--- src/rtl/uart_pkg.sv ---
// Shared types and helpers for the buffered UART transmitter.
// Frame states, parity modes and the parity bit function.
package uart_pkg;

  localparam int MAX_DLEN = 9;

  typedef enum logic [1:0] {
    PAR_NONE = 2'd0,
    PAR_ODD  = 2'd1,
    PAR_EVEN = 2'd2
  } parity_e;

  typedef enum logic [2:0] {
    S_IDLE,
    S_START,
    S_DATA,
    S_PARITY,
    S_STOP,
    S_BREAK
  } tx_state_e;

  function automatic logic parity_bit(
    input logic [MAX_DLEN-1:0] data,
    input parity_e             mode
  );
    logic p;
    p = ^data;
    return (mode == PAR_ODD) ? ~p : p;
  endfunction

endpackage

--- src/rtl/uart_fifo.sv ---
// Synchronous FIFO with occupancy output.
// Pointers carry one extra wrap bit so full and empty are distinct.
module uart_fifo #(
  parameter int DEPTH = 4,
  parameter int WIDTH = 8,
  localparam int AW = $clog2(DEPTH)
) (
  input  logic             clk,
  input  logic             rstn,
  input  logic             push_i,
  input  logic [WIDTH-1:0] wdata_i,
  input  logic             pop_i,
  output logic [WIDTH-1:0] rdata_o,
  output logic             full_o,
  output logic             empty_o,
  output logic [AW:0]      level_o
);

  logic [WIDTH-1:0] mem_q [DEPTH];
  logic [AW:0]      wp_q;
  logic [AW:0]      rp_q;

  always_ff @(posedge clk) begin
    if (!rstn) begin
      wp_q <= '0;
      rp_q <= '0;
    end else begin
      if (push_i) wp_q <= wp_q + 1'b1;
      if (pop_i)  rp_q <= rp_q + 1'b1;
    end
  end

  always_ff @(posedge clk) begin
    if (push_i) mem_q[wp_q[AW-1:0]] <= wdata_i;
  end

  assign rdata_o = mem_q[rp_q[AW-1:0]];
  assign level_o = wp_q - rp_q;
  assign full_o  = (level_o == (AW+1)'(DEPTH));
  assign empty_o = (level_o == '0);

endmodule

--- src/rtl/uart_tx_fifo.sv ---
// Buffered UART transmitter: write FIFO, runtime divisor,
// optional parity, 1/2 stop bits and break generation.
module uart_tx_fifo
  import uart_pkg::*;
#(
  parameter int DLEN      = 8,
  parameter int PARITY    = 0,
  parameter int STOP_BITS = 1,
  parameter int DEPTH     = 4,
  parameter int DIVW      = 16
) (
  input  logic                     clk,
  input  logic                     rstn,
  output logic                     o_txs,
  input  logic                     i_wvalid,
  output logic                     o_wready,
  input  logic [DLEN-1:0]          i_wdata,
  input  logic [DIVW-1:0]          i_baud_div,
  input  logic                     i_break,
  output logic                     o_busy,
  output logic                     o_done,
  output logic [$clog2(DEPTH):0]   o_level
);

  localparam int             BW        = $clog2(DLEN);
  localparam parity_e        PMODE     = parity_e'(PARITY);
  localparam logic [BW-1:0]  LAST_BIT  = BW'(DLEN - 1);
  localparam logic           LAST_STOP = (STOP_BITS == 2);

  tx_state_e       state_q, state_d;
  logic            txs_q, txs_d;
  logic [DIVW-1:0] div_q, div_d;
  logic [DIVW-1:0] tmr_q, tmr_d;
  logic [BW-1:0]   bit_q, bit_d;
  logic            stop_q, stop_d;
  logic            brk_q, brk_d;
  logic            par_q, par_d;
  logic [DLEN-1:0] shift_q, shift_d;

  logic            tick, load, done;
  logic            push, full, empty;
  logic [DLEN-1:0] rdata;
  logic [DIVW-1:0] div_eff;

  assign o_wready = rstn && !full;
  assign push     = i_wvalid && o_wready;
  assign div_eff  = (i_baud_div < DIVW'(2)) ? DIVW'(2) : i_baud_div;
  assign tick     = (tmr_q == div_q - 1'b1);

  uart_fifo #(
    .DEPTH (DEPTH),
    .WIDTH (DLEN)
  ) u_fifo (
    .clk     (clk),
    .rstn    (rstn),
    .push_i  (push),
    .wdata_i (i_wdata),
    .pop_i   (load),
    .rdata_o (rdata),
    .full_o  (full),
    .empty_o (empty),
    .level_o (o_level)
  );

  always_ff @(posedge clk) begin
    if (!rstn) begin
      state_q <= S_IDLE;
      txs_q   <= 1'b1;
      div_q   <= DIVW'(2);
      tmr_q   <= '0;
      bit_q   <= '0;
      stop_q  <= 1'b0;
      brk_q   <= 1'b0;
      par_q   <= 1'b0;
      shift_q <= '0;
    end else begin
      state_q <= state_d;
      txs_q   <= txs_d;
      div_q   <= div_d;
      tmr_q   <= tmr_d;
      bit_q   <= bit_d;
      stop_q  <= stop_d;
      brk_q   <= brk_d;
      par_q   <= par_d;
      shift_q <= shift_d;
    end
  end

  always_comb begin
    state_d = state_q;
    txs_d   = txs_q;
    div_d   = div_q;
    tmr_d   = tick ? '0 : tmr_q + 1'b1;
    bit_d   = bit_q;
    stop_d  = stop_q;
    brk_d   = brk_q;
    par_d   = par_q;
    shift_d = shift_q;
    load    = 1'b0;
    done    = 1'b0;
    unique case (state_q)
      S_IDLE: begin
        tmr_d = '0;
        txs_d = 1'b1;
        if (i_break) begin
          state_d = S_BREAK;
          txs_d   = 1'b0;
          div_d   = div_eff;
        end else if (!empty) begin
          load = 1'b1;
        end
      end
      S_START: begin
        if (tick) begin
          state_d = S_DATA;
          txs_d   = shift_q[0];
          bit_d   = '0;
        end
      end
      S_DATA: begin
        if (tick) begin
          if (bit_q == LAST_BIT) begin
            if (PARITY != 0) begin
              state_d = S_PARITY;
              txs_d   = par_q;
            end else begin
              state_d = S_STOP;
              txs_d   = 1'b1;
              stop_d  = 1'b0;
            end
          end else begin
            bit_d   = bit_q + 1'b1;
            shift_d = shift_q >> 1;
            txs_d   = shift_q[1];
          end
        end
      end
      S_PARITY: begin
        if (tick) begin
          state_d = S_STOP;
          txs_d   = 1'b1;
          stop_d  = 1'b0;
        end
      end
      S_STOP: begin
        if (tick) begin
          if (stop_q == LAST_STOP) begin
            done  = !brk_q;
            brk_d = 1'b0;
            // Back-to-back frames skip IDLE; a pending break defers to IDLE.
            if (!brk_q && !empty && !i_break) begin
              load = 1'b1;
            end else begin
              state_d = S_IDLE;
              txs_d   = 1'b1;
            end
          end else begin
            stop_d = 1'b1;
          end
        end
      end
      S_BREAK: begin
        txs_d = 1'b0;
        if (tick && !i_break) begin
          state_d = S_STOP;
          txs_d   = 1'b1;
          stop_d  = 1'b0;
          brk_d   = 1'b1;
        end
      end
      default: begin
        state_d = S_IDLE;
        txs_d   = 1'b1;
      end
    endcase
    if (load) begin
      state_d = S_START;
      txs_d   = 1'b0;
      div_d   = div_eff;
      tmr_d   = '0;
      shift_d = rdata;
      par_d   = parity_bit(MAX_DLEN'(rdata), PMODE);
    end
  end

  assign o_txs  = txs_q;
  assign o_done = done;
  assign o_busy = !empty || (state_q != S_IDLE);

endmodule

--- config.mk ---
export PLATFORM = sky130hd
export DESIGN_NAME = uart_tx_fifo
export DESIGN_NICKNAME = d
export VERILOG_FILES = /design/src/rtl/uart_pkg.sv /design/src/rtl/uart_fifo.sv /design/src/rtl/uart_tx_fifo.sv
export SDC_FILE = /design/constraint.sdc
export NUM_CORES = 1
export LEC_CHECK = 0
export BUFFER_PORTS_ARGS = -buffer_cell sky130_fd_sc_hd__buf_2
export CAP_MARGIN = 40
export CORE_ASPECT_RATIO = 0.7
export CORE_MARGIN = 2
export CORE_UTILIZATION = 45
export DETAILED_ROUTE_END_ITERATION = 10
export PLACE_DENSITY = 0.68
export SLEW_MARGIN = 20
export SYNTH_ARGS = -nofsm -noshare
export SYNTH_HDL_FRONTEND = slang
export SYNTH_HIERARCHICAL = 1
export SYNTH_SLANG_ARGS = --single-unit
--- constraint.sdc ---
create_clock -name clk -period 6.5 [get_ports clk]
set_input_delay 0.65 -clock clk [delete_from_list [all_inputs] [get_ports clk]]
set_output_delay 0.65 -clock clk [all_outputs]
set_load 0.01 [all_outputs]
==> results.cfg <==
[detailed_routing]
drt_iter0_drc = 332
wl_met2_um = 3920
vias_per_cell = 5.58
route.vias.total = 3359
wl_per_cell_um = 15.8
drtAntennaViolNets = 0
dr.max_layer_used = met4
wirelength_met1_um = 4790
dr.pass1.iters = 5
totalWireLength_um = 9530
routed-wl-met3_um = 682
remaining_drc_errors = 0

[floorplan]
initial_utilization_pct = 46.4
design.die.area_sq_mm = 0.0108
design.portCount = 35
core-area_sq_mm = 0.00972
rows = 30
die_x_um = 124
fp.dieH_um = 87.7

[global_route]
grt_overflow = 0
grt_pass1_wl_um = 15800
grt_usage_pct = 19.0
grt_max_degree = 53
antenna_found_initial = 0
grt_pass1_vias = 3062

[cells_and_area]
stdcell_area_sq_mm = 0.00503
multi_input_area_sq_mm = 0.00223
fillers = 867
final_common_cell = dfxtp_1
layout_common_cells = dfxtp_1 (56), nand2_1 (47), nor2_1 (46), buf_2 (34), edfxtp_1 (32)
n_antenna_cell = 0
finalNetCount = 508
syn_to_final_growth_pct = 11.5
final-seq-area_sq_mm = 0.00208
drive_gt1_share_pct = 15.8

[pwr]
p_leak_nw = 1.96
peakVddDrop_v = 0.000176
powerDensity_mw_per_mm2 = 370

[placement]
dpl-instance-area_sq_mm = 0.00472
hpwl_um = 6930
port-buffer-count = 34
gp_congestion = 0.856

[worst_hold_path]
hp-class = flip-flop to flip-flop
holdPathEnd = bit_q[1]
hold_depth = 2
min-delay-start = bit_q[1]

[synthesis]
synth_fa_ha_area_share_pct = 3.22
synth_area_per_cell_sq_um = 10.1
synth_edf_count = 32
synth_compound_area_share_pct = 8.91
yosys.cell_types.count = 60
synthCells = 448
yosysSeqAreaShare_pct = 46.2
synth_top_family_by_area = simple AND/OR/NAND/NOR gates
ys.flop_type = dfxtp_1
synth_mux_area_share_pct = 9.99
syn_nets = 487
synth_area_sq_mm = 0.00451
yosys_warnings = 6
synthArstFlopShare_pct = 0
synth-seq-cells = 88
synth-xor-area-share_pct = 7.16
synth-simple-area-share_pct = 20.0

[sta]
rsz0062_at_grt = false
setup-violations-final = 0
tns_ps = 0
min_period_over_period_pct = 59.3
max_slew_margin_pct = 47.0
max_clock_freq_mhz = 259
clock-skew-final_ps = 7.41
final_max_slew_viol_count = 0
period_needed_ps = 3860
tightestPinTransition_ps = 792
hold_violations = 0

[worst_setup_path]
startpoint = div_q[5]
crit-reg2reg-launch = u_fifo/wp_q[0]
criticalPathCategory = flip-flop to primary output
reg2reg_slack_ps = 3060
start_kind = flip-flop
reg2regPathDepth = 11
cp-end-kind = primary output
cp_max_fo = 9
worstPathRequired_ps = 5850
arrival_ps = 3210

[clock_network]
post-cts-setup-buffer-count = 0
cts_max_level = 3
clock_path_buffers = 2
cts_buffers = 9
tritoncts = built
ctsResizeCount = 0
cts.sinks = 88
cts_hold_buf = 0
clock_latency_ps = 340
clk_pin_slew_ps = 60
cts-root-buf = clkbuf_16

[run]
maxCapViolations = 0

[status]
outcome = completed
power breakdown:
part           switching, mW  internal (mW)  leakage, nW  total (mW)
combinational          0.344          0.271         1.07       0.616
clock                  0.222          0.265        0.135       0.487
sequential             0.105          0.650        0.747       0.755
total                  0.671           1.19         1.96        1.86
flip-flops by register name, summed over array words and instances (netlist names), named ones only:
name          flops
u_fifo/mem_q     32
div_q            16
tmr_q            16
shift_q           8
bit_q             3
state_q           3
u_fifo/rp_q       3
u_fifo/wp_q       3
brk_q             1
o_txs             1
through the flow:
stage	hold slack [ps]	util, %	power (mW)	cells	worst slack [ps]
final	470	51.7	1.86	602	2640
after global placement	455	48.4	1.34	584	3130
after floorplan	445	-	1.24	448	3430
after CTS	474	51.5	1.86	601	2620
after detailed placement	465	48.6	1.37	585	3000
after global routing	502	51.7	1.97	602	2430
cell type report:
class                      count  share of cell area (%)
clock buffer                  10                    4.55
clock inverter                 6                    1.07
inverter                      15                    1.12
multi-input combinational    318                    44.4
tap                          128                    3.19
sequential                    88                    41.4
timing repair buffer          37                    4.23
worst max-delay path, stage by stage (launching register included):
cell,delay [ps]
dfxtp_1,390
nor3_1,560
nand4_1,200
xnor2_1,180
a2111oi_0,350
and4_1,290
and2_0,380
nand2_1,140
nor3_1,210
buf_2,170
per-layer routing:
layer / vias up / track usage (%)
met5: - / 0
met4: 0 / 5.58
met3: 14 / 4.62
met2: 111 / 26.3
met1: 1590 / 29.3
li1: 1644 / -
logic make-up after synthesis:
| group | Yosys count |
|---|---|
| compound gates | 58 |
| xor+xnor | 35 |
| fa+ha+maj | 11 |
| buf+inv | 42 |
| flops | 88 |
| mux | 35 |
| simple gates | 179 |
Yosys cell counts (all sizes together) (7+ instances only):
master	n	area, sq um
xor2	17	149
nor3	8	40.0
o21ai	10	50.1
edfxtp	32	961
clkbuf	18	70.1
mux2i	27	270
inv	15	56.3
buf	9	77.6
and2	7	43.8
nand4	8	50.1
xnor2	17	149
nand3	16	85.1
nand2	48	188
ha	10	125
and3	7	43.8
mux4	8	180
dfxtp	56	1120
nor2	47	184
a21oi	16	83.8
nor4	9	56.3
how the worst max path moves through the flow:
stage | endpoint | slack [ps] | cells after the start
finish | o_done | 2640 | 9
global route | o_done | 2430 | 9
CTS | o_done | 2620 | 9
detailed placement | o_done | 3000 | 9
global placement | o_done | 3130 | 9
floorplan | o_done | 3430 | 10
No activity file was read; power rests on OpenSTA's default activity.
